$ cat src/rtl/gg_emit_slice_rowslice.sv
// rtl/gg_emit_slice_rowslice.sv - single-row slice_layer_rbsp() writer with big-endian word packer
// Header, skip-run/MB alternation and rbsp trailing bits are fed one field per cycle into a WIDTH+32 bit accumulator.
module gg_emit_slice_rowslice #(
  parameter int WIDTH      = 32,
  parameter int BYTE_WIDTH = WIDTH / 8
) (
  input  logic                            clk,
  input  logic                            reset,
  input  logic                            slice_start,
  input  logic [15:0]                     first_mb,
  input  logic [3:0]                      slice_type,
  input  logic [7:0]                      pps_id,
  input  logic [3:0]                      frame_num,
  input  logic [3:0]                      poc_lsb,
  input  logic [6:0]                      qp_delta,
  input  logic [1:0]                      dblk_idc,
  input  logic [3:0]                      dblk_alpha,
  input  logic [3:0]                      dblk_beta,
  output logic                            busy,
  input  logic                            mb_valid,
  output logic                            mb_ready,
  input  logic                            mb_skip,
  input  logic [31:0]                     mb_data,
  input  logic [5:0]                      mb_len,
  input  logic                            mb_end,
  input  logic                            mb_row_last,
  output logic [WIDTH-1:0]                out_data,
  output logic                            out_valid,
  input  logic                            out_ready,
  output logic                            out_last,
  output logic [$clog2(BYTE_WIDTH):0]     out_bytes
);

  localparam int AW = WIDTH + 32;
  localparam int FW = $clog2(AW + 1);
  localparam int BW = $clog2(BYTE_WIDTH) + 1;
  localparam logic [FW-1:0] WIDTH_F = FW'(WIDTH);

  typedef enum logic [2:0] {S_IDLE, S_HDR, S_MBS, S_PAY, S_RUNEND, S_TRAIL, S_FLUSH} state_t;

  state_t          state_q, state_d;
  logic [3:0]      hdr_idx_q, hdr_idx_d;
  logic [15:0]     skip_cnt_q, skip_cnt_d;
  logic [AW-1:0]   acc_q, acc_d, acc_ap;
  logic [FW-1:0]   fill_q, fill_d, fill_ap;
  logic [WIDTH-1:0] out_data_q, out_data_d;
  logic            out_valid_q, out_valid_d, out_last_q, out_last_d;
  logic [BW-1:0]   out_bytes_q, out_bytes_d;
  logic [15:0]     fmb_q, fmb_d;
  logic [3:0]      st_q, st_d, fn_q, fn_d, poc_q, poc_d, alpha_q, alpha_d, beta_q, beta_d;
  logic [7:0]      pps_q, pps_d;
  logic [6:0]      qp_q, qp_d;
  logic [1:0]      idc_q, idc_d;

  logic            room, push_en, use_ue, pop, last_pop;
  logic [15:0]     ue_v, vp1;
  logic [31:0]     raw_lj, push_lj;
  logic [5:0]      raw_len, push_len;

  function automatic logic [5:0] ue_len(input logic [15:0] x);
    logic [5:0] m;
    m = 6'd0;
    for (int i = 0; i < 16; i++) if (x[i]) m = 6'(i);
    return (m << 1) + 6'd1;
  endfunction

  function automatic logic [15:0] se_map(input logic [15:0] s);
    if (!s[15] && (s != 16'd0)) return (s << 1) - 16'd1;
    return (16'd0 - s) << 1;
  endfunction

  assign room = (fill_q <= WIDTH_F);

  always_comb begin
    state_d = state_q;  hdr_idx_d = hdr_idx_q;  skip_cnt_d = skip_cnt_q;
    fmb_d = fmb_q;  st_d = st_q;  pps_d = pps_q;  fn_d = fn_q;  poc_d = poc_q;
    qp_d = qp_q;  idc_d = idc_q;  alpha_d = alpha_q;  beta_d = beta_q;
    mb_ready = 1'b0;  push_en = 1'b0;  use_ue = 1'b0;
    ue_v = 16'd0;  raw_lj = 32'd0;  raw_len = 6'd1;
    case (state_q)
      S_IDLE: if (slice_start) begin
        fmb_d = first_mb;  st_d = slice_type;  pps_d = pps_id;  fn_d = frame_num;
        poc_d = poc_lsb;  qp_d = qp_delta;  idc_d = dblk_idc;
        alpha_d = dblk_alpha;  beta_d = dblk_beta;
        hdr_idx_d = 4'd0;  state_d = S_HDR;
      end
      S_HDR: if (room) begin
        push_en = 1'b1;
        use_ue  = 1'b1;
        case (hdr_idx_q)
          4'd0: ue_v = fmb_q;
          4'd1: ue_v = {12'd0, st_q};
          4'd2: ue_v = {8'd0, pps_q};
          4'd3: begin use_ue = 1'b0; raw_lj = {fn_q, 28'd0};  raw_len = 6'd4; end
          4'd4: begin use_ue = 1'b0; raw_lj = {poc_q, 28'd0}; raw_len = 6'd4; end
          4'd5: begin use_ue = 1'b0; raw_len = 6'd3; end
          4'd6: ue_v = se_map({{9{qp_q[6]}}, qp_q});
          4'd7: ue_v = {14'd0, idc_q};
          4'd8: ue_v = se_map({{12{alpha_q[3]}}, alpha_q});
          default: ue_v = se_map({{12{beta_q[3]}}, beta_q});
        endcase
        if ((hdr_idx_q == 4'd7 && idc_q == 2'd1) || hdr_idx_q == 4'd9) begin
          skip_cnt_d = 16'd0;
          state_d    = S_MBS;
        end else begin
          hdr_idx_d = hdr_idx_q + 4'd1;
        end
      end
      S_MBS: if (room) begin
        // A coded MB is held off for one cycle while its preceding skip run is written.
        mb_ready = !(mb_valid && !mb_skip);
        if (mb_valid && mb_skip) begin
          skip_cnt_d = skip_cnt_q + 16'd1;
          if (mb_row_last) state_d = S_RUNEND;
        end else if (mb_valid) begin
          push_en = 1'b1;  use_ue = 1'b1;  ue_v = skip_cnt_q;
          skip_cnt_d = 16'd0;
          state_d = S_PAY;
        end
      end
      S_PAY: begin
        mb_ready = room;
        if (room && mb_valid) begin
          push_en = 1'b1;
          raw_lj  = mb_data & ~(32'hFFFF_FFFF >> mb_len);
          raw_len = mb_len;
          if (mb_end) state_d = mb_row_last ? S_TRAIL : S_MBS;
        end
      end
      S_RUNEND: if (room) begin
        push_en = 1'b1;  use_ue = 1'b1;  ue_v = skip_cnt_q;
        state_d = S_TRAIL;
      end
      S_TRAIL: if (room) begin
        push_en = 1'b1;
        raw_lj  = 32'h8000_0000;
        raw_len = 6'd8 - {3'd0, fill_q[2:0]};
        state_d = S_FLUSH;
      end
      S_FLUSH: if (out_valid_q && out_ready && out_last_q) state_d = S_IDLE;
      default: state_d = S_IDLE;
    endcase

    vp1 = ue_v + 16'd1;
    if (use_ue) begin
      push_len = ue_len(vp1);
      push_lj  = {16'd0, vp1} << (6'd32 - push_len);
    end else begin
      push_len = raw_len;
      push_lj  = raw_lj;
    end
  end

  always_comb begin
    pop = (!out_valid_q || out_ready) &&
          ((state_q == S_FLUSH) ? (fill_q != '0) : (fill_q >= WIDTH_F));
    last_pop    = (state_q == S_FLUSH) && (fill_q <= WIDTH_F);
    out_data_d  = out_data_q;
    out_valid_d = out_valid_q && !out_ready;
    out_last_d  = out_valid_d ? out_last_q : 1'b0;
    out_bytes_d = out_bytes_q;
    acc_ap      = acc_q;
    fill_ap     = fill_q;
    if (pop) begin
      out_data_d  = acc_q[AW-1 -: WIDTH];
      out_valid_d = 1'b1;
      out_last_d  = last_pop;
      out_bytes_d = last_pop ? BW'((fill_q + FW'(7)) >> 3) : BW'(BYTE_WIDTH);
      acc_ap      = acc_q << WIDTH;
      fill_ap     = (fill_q > WIDTH_F) ? (fill_q - WIDTH_F) : '0;
    end
    acc_d  = acc_ap;
    fill_d = fill_ap;
    if (push_en) begin
      acc_d  = acc_ap | ({push_lj, {WIDTH{1'b0}}} >> fill_ap);
      fill_d = fill_ap + {{(FW-6){1'b0}}, push_len};
    end
  end

  always_ff @(posedge clk) begin
    if (!reset) begin
      state_q <= S_IDLE;  hdr_idx_q <= '0;  skip_cnt_q <= '0;
      acc_q <= '0;  fill_q <= '0;
      out_data_q <= '0;  out_valid_q <= 1'b0;  out_last_q <= 1'b0;  out_bytes_q <= '0;
      fmb_q <= '0;  st_q <= '0;  pps_q <= '0;  fn_q <= '0;  poc_q <= '0;
      qp_q <= '0;  idc_q <= '0;  alpha_q <= '0;  beta_q <= '0;
    end else begin
      state_q <= state_d;  hdr_idx_q <= hdr_idx_d;  skip_cnt_q <= skip_cnt_d;
      acc_q <= acc_d;  fill_q <= fill_d;
      out_data_q <= out_data_d;  out_valid_q <= out_valid_d;
      out_last_q <= out_last_d;  out_bytes_q <= out_bytes_d;
      fmb_q <= fmb_d;  st_q <= st_d;  pps_q <= pps_d;  fn_q <= fn_d;  poc_q <= poc_d;
      qp_q <= qp_d;  idc_q <= idc_d;  alpha_q <= alpha_d;  beta_q <= beta_d;
    end
  end

  assign busy      = (state_q != S_IDLE);
  assign out_data  = out_data_q;
  assign out_valid = out_valid_q;
  assign out_last  = out_last_q;
  assign out_bytes = out_bytes_q;

endmodule

$ cat config.mk
export PLATFORM = sky130hd
export DESIGN_NAME = gg_emit_slice_rowslice
export DESIGN_NICKNAME = d
export VERILOG_FILES = /design/src/rtl/gg_emit_slice_rowslice.sv
export SDC_FILE = /design/constraint.sdc
export NUM_CORES = 1
export LEC_CHECK = 0
export BUFFER_PORTS_ARGS = -buffer_cell sky130_fd_sc_hd__buf_2
export CAP_MARGIN = 25
export CORE_MARGIN = 2
export CORE_UTILIZATION = 30
export CTS_BUF_LIST = sky130_fd_sc_hd__clkbuf_8
export DETAILED_ROUTE_END_ITERATION = 8
export GPL_ROUTABILITY_DRIVEN = 0
export SYNTH_ARGS = -nofsm -noshare
export SYNTH_HDL_FRONTEND = slang
export SYNTH_SLANG_ARGS = --single-unit
$ cat constraint.sdc
create_clock -name clk -period 19.35 [get_ports clk]
set_clock_uncertainty 0.15 [all_clocks]
set_input_delay 3.87 -clock clk [delete_from_list [all_inputs] [get_ports clk]]
set_output_delay 3.87 -clock clk [all_outputs]
set_load 0.005 [all_outputs]
==> results list, run 1 <==
* Floorplan die area: 50200 sq um
- Number of max-capacitance violations reported: 0
- Placed Instance Area: 15600 sq um
- The initial antenna violation count was 7.
* Initial DRC Count: 1901
- Share of synthesized flip-flops with an asynchronous set or reset: 0
* Top flip-flop cell by instance count after synthesis: sky130_fd_sc_hd__dfxtp_1
- Summed negative setup slack over all endpoints: 0 ns
- Cells resized by post-CTS repair: 0
- The worst-case IR drop observed on VDD is 103 uV.
- Including well taps, the total number of placed cells is 2653.
- The number of slew-limit violations in the final report is 0.
- Across every metal layer, demand over resource in global routing totals 0.221.
* Final Core Density: 0.335
- Total grt overflow: 0
- I/O pin total: 138
- Outcome: completed
- Once layout is complete, the cells apart from fillers number 2689.
- Clock tree synthesis found a total of 184 sinks.
- With fillers left out, the area of the finished cells amounts to 16000 sq um.
- The number of clock buffers added by TritonCTS is 17.
* Buffers on Ports: 137
* Area leader, netlist: sky130_fd_sc_hd__dfxtp_1
- Static leakage: 5.95 nW
* Required time of the critical path: 19.54 ns
* Post-CTS setup buffer count: 0
- Largest net degree at the start of global routing: 98
* Worst setup path start: mb_skip
- Via count of the first global-routing pass: 15200
- Number of hold violations in the final report: 0
- Number of placement rows: 80
- After detailed routing, the average wire length per cell comes to 21.1 um.
* CP Data Arrival Time: 10.52 ns
- The first global-routing pass estimated 87500 um of wire.
- Type of destination of the critical path: register
* Drt first pass iters: 7
* Largest incremental delay on the critical path: 0.86 ns
- The worst path in the final design needs a cycle of 10.33 ns, including I/O delays and setup.
- Via count of the routed design: 16500
- For this design the ratio of total power to cell area is 157 nW/um^2.
* Buffer type at the clock tree root: sky130_fd_sc_hd__clkbuf_8
* Area overhead of the layout relative to synthesis: 10.2%
- The share of synthesized area in the top cell type comes to 0.253.
- Number of different library cells in the post-synthesis netlist: 114
- Worst skew pair latency: 0.52 ns
- Using the TritonRoute via totals, the vias-per-cell ratio works out to 6.15.
- The tightest min-delay check is of the reg2reg type.
- In this run the cell area of the synthesized design comes to 14500 sq um.
- Initial standard-cell utilization of the core: 0.304
* Residual antenna-violating net count after detailed routing: 0
- Yosys attributes the largest share of cell area to sky130_fd_sc_hd__dfxtp_1, sky130_fd_sc_hd__nand2_1, sky130_fd_sc_hd__a21oi_1, sky130_fd_sc_hd__nor2_1, sky130_fd_sc_hd__o21ai_0.
- Synthesis handed over a netlist of 2028 instances.
- RSZ-0062 raised after global routing: false
* Fmax: 96.8 MHz
- Deepest clock path buffer count: 2
* Post-synth EDFFs: 0
* Critical Path, Cell by Cell: buf_2 > nand4bb_1 > a21oi_1 > and2_4 > a21oi_1 > inv_2 > ha_1 > o2111a_1 > o21ai_2 > or4_1 > a211oi_1 > nor2_1 > o31ai_1 > nor2_1 > a31oi_1 > a22o_1 > o22a_1 > a2bb2oi_1 > o21ai_0 > mux2i_1 > a221oi_1
- The startpoint identified for the worst register-to-register timing path is hdr_idx_q[0].
- TritonCTS clock tree: done
* Hold Path Origin: out_data[6]
- Final routed wirelength across all metal layers: 56800 um
* Core Region: 47700 sq um
- In the finished design, the share of the clock period the worst path needs comes to 0.534.
* Total number of nets in the final design: 2177
- Die span in x: 224 um
- Final setup violating endpoints: 0
- The number of nets in the synthesized netlist is 2147.
- In this run, synthesis produced a sequential element count of 184.
- A synthesized cell averages 7.17 sq um.
- CTS Hold Bufs: 0
- The worst setup path is of the in2reg kind.
- After detailed routing, the number of remaining DRC violations is 0.
* Share of layout cells above drive strength 1: 0.143
- Worst-Margin Slew: 1.10 ns
* Detailed placer's ending HPWL: 42100 um
* Sequential cell area fraction in the yosys report: 0.253
* Die Span Y: 224 um
* CTS clk-pin slew, worst paths: 0.11 ns
* Worst relative slew slack: 0.265
* Largest fanout of any net on the critical path: 30
- For this run, the number of Yosys warnings is 0.
* H-tree depth: 4
- STA classifies the critical path startpoint as a primary input.
- The slowest stage of the critical path belongs to the cell sky130_fd_sc_hd__o31ai_1.
-- power by group --
part | leakage (nW) | switching [mW] | internal (mW)
Clock | 0.230 | 0.159 | 0.137
Sequential | 1.49 | 0.0561 | 0.439
Combinational | 4.23 | 1.18 | 0.536
Total | 5.95 | 1.40 | 1.11
-- layout by cell type (no fill, tap or decap), types with 8 or more instances in the layout --
cell type                   synthesis  final
sky130_fd_sc_hd__mux2i_1           36     36
sky130_fd_sc_hd__mux2_2            17     17
sky130_fd_sc_hd__a31oi_1           30     30
sky130_fd_sc_hd__or2_2             11     11
sky130_fd_sc_hd__a2bb2oi_1         11     11
sky130_fd_sc_hd__nor2_1           182    181
sky130_fd_sc_hd__a221oi_1          19     19
sky130_fd_sc_hd__o22ai_1           20     20
sky130_fd_sc_hd__xnor2_1           36     36
sky130_fd_sc_hd__buf_2             16    137
sky130_fd_sc_hd__and2_1            10      9
sky130_fd_sc_hd__dfxtp_1          184    184
sky130_fd_sc_hd__o21ai_0           88     88
sky130_fd_sc_hd__buf_4              5     26
sky130_fd_sc_hd__a211oi_1          28     28
sky130_fd_sc_hd__a32oi_1            9      9
sky130_fd_sc_hd__a21o_1            11     11
sky130_fd_sc_hd__inv_1             30     29
sky130_fd_sc_hd__o211ai_1          28     28
sky130_fd_sc_hd__a22oi_1           26     26
sky130_fd_sc_hd__nor3_1            47     47
sky130_fd_sc_hd__ha_1              19     19
sky130_fd_sc_hd__a211o_1            9      9
sky130_fd_sc_hd__a22o_1            21     21
sky130_fd_sc_hd__a31o_2            14     14
sky130_fd_sc_hd__o31ai_1            8      8
sky130_fd_sc_hd__o221ai_1          14     13
sky130_fd_sc_hd__nand4_1           30     30
sky130_fd_sc_hd__nand2b_1          14     14
sky130_fd_sc_hd__nand2_1          368    367
sky130_fd_sc_hd__a21oi_1          200    200
sky130_fd_sc_hd__nor4_1            16     16
sky130_fd_sc_hd__or3_1              9      9
sky130_fd_sc_hd__o22a_1            13     13
sky130_fd_sc_hd__nand3_1           74     74
sky130_fd_sc_hd__xor2_1            19     19
sky130_fd_sc_hd__o21a_1            16     16
sky130_fd_sc_hd__clkbuf_8           0     18
sky130_fd_sc_hd__and3_1            30     30
-- synth_stat cells, drive strengths merged, types with 15 or more instances --
cell,instances
nand2,368
a21oi,204
dfxtp,184
nor2,183
clkbuf,112
o21ai,98
nand3,74
nor3,52
buf,40
xnor2,37
mux2i,36
inv,33
a211oi,32
a31oi,32
a22oi,30
and3,30
nand4,30
o211ai,30
a22o,22
a221oi,20
nor4,20
o22ai,20
ha,19
xor2,19
mux2,17
a31o,16
o21a,16
o221ai,15
-- worst paths after layout --
kind,endpoint,slack (ns),depth (start not counted)
hold / removal,out_data[6],0.31,2
setup / recovery,acc_q[1],9.02,21
hold reg to reg,out_data[6],0.31,2
setup reg to reg,acc_q[1],11.35,23
-- critical path, delay by kind of cell --
kind / cells / cell delay, ns
and+or+nand+nor: 5 / 1.75
adders and majority gates: 1 / 0.32
muxes: 1 / 0.32
buffers and inverters: 2 / 0.32
AOI/OAI and AO/OA: 12 / 3.93
-- state kept, by name, indices dropped and copies added (netlist names), 7 cells and up --
signal      count
acc_q          64
out_data       32
fmb_q          16
skip_cnt_q     16
pps_q           8
fill_q          7
qp_q            7
-- per-stage QoR --
stage	hold slack (ns)	setup WS, ns	power (mW)
2_1_floorplan	0.281	10.49	1.71
5_1_grt	0.330	8.81	2.65
3_3_place_gp	0.289	8.91	2.13
4_1_cts	0.310	9.19	2.45
3_5_place_dp	0.295	8.63	2.14
6_report	0.307	9.02	2.51
-- cells by family (layout without fill, tap and decap cells) --
group,Yosys count,count (layout),share of synthesized area
compound gates,686,686,0.333
xor+xnor,57,57,0.0358
fa+ha+maj,20,20,0.0177
buf+inv,187,230,0.0535
flops,184,184,0.253
mux,55,55,0.0411
other cells,0,3,0
simple gates,839,839,0.266
-- metal layers --
| metal | global-route usage | vias to the layer above | share of wire |
|---|---|---|---|
| met2 | 0.347 | 1003 | 0.44 |
| met5 | 0 | - | 0.0010 |
| met1 | 0.283 | 7700 | 0.40 |
| met4 | 0.108 | 8 | 0.052 |
| met3 | 0.0535 | 224 | 0.10 |
| li1 | - | 7589 | - |
-- layout make-up --
cell class | count | area, sq um
Fill cell | 5095 | 31700
Tap cell | 615 | 769
Inverter | 35 | 134
Sequential cell | 184 | 3680
Timing Repair Buffer | 163 | 881
Clock buffer | 18 | 248
Multi-Input combinational cell | 1657 | 10100
Clock inverter | 14 | 198
Antenna cell | 3 | 7.51
(Power assumes the default switching activity.)
==> inputs of run 2 (changes only) <==
- ABC_AREA: unset -> 1
- clock period: 19.35 -> 9.3 ns (I/O delays scaled with it)
==> run 2 against run 1 <==
Flip-flop and latch count unchanged. Synthesized cell count is 6.3% higher. Synthesized area is 8.4% lower. Via count is 10% lower. Cell area fell by 7.1%. Global-route usage is 2.4 points lower. Non-clock buffer count down 9. First-iteration DRC count down 8.5%. Core utilization grew 0.24 points. Combinational power increased by 130%. Count of clock-buffer cells in the layout up 1. Register-to-register slack got worse by 7.9 ns. Critical endpoint is now acc_q[24]. Highest routed layer unchanged.
==> results list, run 2 <==
- For this run, the detailed router's first-pass iteration total came to 7.
- H-tree depth: 4
* CTS clk-pin slew, worst paths: 0.10 ns
- In the final routed layout, each cell accounts on average for 16.4 um.
- Area overhead of the layout relative to synthesis: 11.7%
* Cells resized by post-CTS repair: 0
- The tree is rooted in a sky130_fd_sc_hd__clkbuf_8.
* Via density: 5.26
- Global router's overall resource usage: 0.197
* Top flip-flop cell by instance count after synthesis: sky130_fd_sc_hd__dfxtp_1
* Number of remaining DRC errors: 0
* Mapped cell area: 13300 sq um
- Type of destination of the critical path: register
- Die Span Y: 215 um
- Clock tree synthesis inserted a total of 17 buffers.
- Initial DRC Count: 1739
- Peak supply drop: 168 uV
- Launching element type of the critical path: primary input
* Final critical-path required period: 6.17 ns
* Most repeated library cell on the critical path: sky130_fd_sc_hd__nand2_1
- Final design instance area without fill: 14900 sq um
- In this run the remaining antenna-violating nets after routing total 0.
- For this design, the CTS-stage hold fixing added 0 buffers.
* Die span in x: 215 um
* Worst skew pair latency: 0.51 ns
- Post-synth EDFFs: 0
- I/O pin total: 138
- In this run the standard cell core region covers 44000 sq um.
- After synthesis, the share of cell area in mux cells is 0.00526.
- Buffers placed on the I/O ports in this run total 137.
- In this run the worst path has a maximum fanout of 23.
- Number of warnings reported in the yosys synthesis log: 0
* Adder-cell share of the synthesized area: 0.0193
- Data on the critical path is required at its endpoint by 9.50 ns.
- The commonest cells after synthesis are sky130_fd_sc_hd__nand2_1, sky130_fd_sc_hd__nand3_1, sky130_fd_sc_hd__dfxtp_1.
* Via count of the first global-routing pass: 13700
* Library cell with the highest instance count after synthesis: sky130_fd_sc_hd__nand2_1
- Post-synthesis share of cell area spent on and, or, nand and nor gates: 0.421
- Wire length of the first global-routing pass: 73300 um
* FF-to-FF End: acc_q[24]
- After detailed placement, the total cell area comes to 14400 sq um.
* Worst relative slew slack: 0.288
* Number of flip-flops in the largest register: 64
* Yosys top cell area share: 0.277
- Post-Synthesis Net Count: 2274
* Reg with most FFs: acc_q
- Clock net sink count: 184
- PwrDens: 382 nW/um^2
- Synth top area cells: sky130_fd_sc_hd__dfxtp_1, sky130_fd_sc_hd__nand2_1, sky130_fd_sc_hd__nand3_1, sky130_fd_sc_hd__a21oi_1, sky130_fd_sc_hd__o21ai_0
* Post-CTS setup buffer count: 0
- Of all flip-flops after synthesis, the portion carrying an async set or reset was 0.
- Of the cells placed in the final design, the portion with a size suffix greater than 1 is 0.135.
- Number of placement rows: 77
- Largest net degree at the start of global routing: 109
- The largest total area in the synthesized netlist belongs to sky130_fd_sc_hd__dfxtp_1.
- In this run, distinct cell masters in the synthesized netlist total 61.
* Logic depth of the worst register-to-register path: 32
- In this run the critical register-to-register path is launched from hdr_idx_q[2].
* Synthesized-area fraction occupied by xor and xnor cells: 0.0198
* Syn_area_per_cell: 6.18 sq um
* Sequential cell area fraction in the yosys report: 0.277
* Total number of nets in the final design: 2334
* Number of instances on the worst hold path: 2
* Via count of the routed design: 14800
- Cell count after synthesis: 2155
- Endpoint, Worst Hold: pps_q[3]
- Commonest cells after routing, fill and taps aside: sky130_fd_sc_hd__nand2_1, sky130_fd_sc_hd__nand3_1, sky130_fd_sc_hd__dfxtp_1
- Data arrives at the worst endpoint at 6.37 ns.
- Summed negative setup slack over all endpoints: 0 ns
- In this run the worst hold path is classified as reg2reg.
- Final routed wirelength across all metal layers: 46300 um
* Count of buffer and inverter cells on the critical path: 4
- Antenna cell count: 0
- Share of the synthesized area in compound gates (AO/OA/AOI/OAI): 0.165
* Worst-Margin Slew: 1.07 ns
- Floorplan die area: 46100 sq um
- Cell family with the largest share of critical-path delay: simple AND/OR/NAND/NOR gates
- In this run the register-to-register setup slack is 3.42 ns.
- Based on the critical path, the design can be clocked at up to 162 MHz.
* Total grt overflow: 0
* Largest incremental delay on the critical path: 0.51 ns
- Deepest clock path buffer count: 2
- Final Max Slew Viols: 0
- The setup path with the least slack is of type in2reg.
- Antenna violations before repair: 1
- Leaving out fill and tap cells, the most frequent cell in the layout is sky130_fd_sc_hd__nand2_1.
- Main combinational cell family by area after synthesis: simple AND/OR/NAND/NOR gates
* Initial standard-cell utilization of the core: 0.303
- TritonCTS clock tree: done
* Detailed placer's ending HPWL: 35100 um
* Number of register bits inferred by synthesis: 184
- The number of failing hold endpoints at the final stage was 0.
* Number of max-capacitance violations reported: 0
- Static leakage: 6.57 nW
- Cell with the largest stage delay on the worst path: sky130_fd_sc_hd__xor2_4
- Setup violations remaining at the end of the flow were counted as 0.
- Ratio of final minimum period to clock period: 0.663
- Hold Path Origin: pps_q[3]
- The flow ran to the end, and the final reports show no timing, DRC or antenna violations.
- RSZ-0062 raised after global routing: false
[run 2: cells by family (layout without fill, tap and decap cells)]
family | count (synthesis) | count (layout)
and+or+nand+nor | 1219 | 1219
AOI/OAI and AO/OA | 396 | 396
buffers and inverters | 304 | 377
muxes | 7 | 7
DFF | 184 | 184
adders and majority gates | 20 | 20
xor gates and xnor gates | 25 | 25
[run 2: power by group]
part / total, mW / switching, mW / internal (mW)
Clock: 0.595 / 0.333 / 0.262
Sequential: 1.14 / 0.125 / 1.02
Combinational: 3.95 / 2.76 / 1.19
[run 2: per-layer routing]
| metal | vias to the layer above | share of wire | GRT usage |
|---|---|---|---|
| met2 | 628 | 0.42 | 0.299 |
| met3 | 88 | 0.10 | 0.0596 |
| met5 | - | 0.00028 | 0 |
| li1 | 7361 | - | - |
| met1 | 6748 | 0.45 | 0.269 |
| met4 | 2 | 0.023 | 0.0565 |
[run 2: metrics by stage]
| step | cells | worst slack, ns | util | hold WS, ns | power (mW) |
|---|---|---|---|---|---|
| final | 2820 | 3.13 | 0.338 | 0.306 | 5.69 |
| after global routing | 2820 | 2.64 | 0.338 | 0.325 | 6.20 |
| after CTS | 2818 | 3.26 | 0.337 | 0.309 | 5.61 |
| after detailed placement | 2786 | 2.70 | 0.327 | 0.294 | 5.00 |
| after global placement | 2784 | 2.77 | 0.326 | 0.287 | 4.95 |
| after floorplan | 2155 | 3.57 | - | 0.274 | 4.09 |
[run 2: worst max path at each step]
stage,from,end,cells past startpoint
floorplan,mb_skip,fill_q[5],31
global placement,mb_skip,acc_q[33],33
detailed placement,mb_skip,acc_q[1],33
CTS,mb_skip,acc_q[33],33
global route,mb_skip,acc_q[33],33
finish,mb_skip,acc_q[24],30
[run 2: worst min-delay path: stages (launching register included)]
cell and delay (ns):
sky130_fd_sc_hd__dfxtp_1 0.33, sky130_fd_sc_hd__inv_1 0.05, sky130_fd_sc_hd__a21oi_1 0.05
[run 2: cell type report]
type                            count  area [sq um]
Tap cell                          592           741
Timing Repair Buffer              154           863
Inverter                          191           722
Clock inverter                     13           158
Clock buffer                       19           262
Multi-Input combinational cell   1667          8440
Fill cell                        4854         29200
Sequential cell                   184          3680
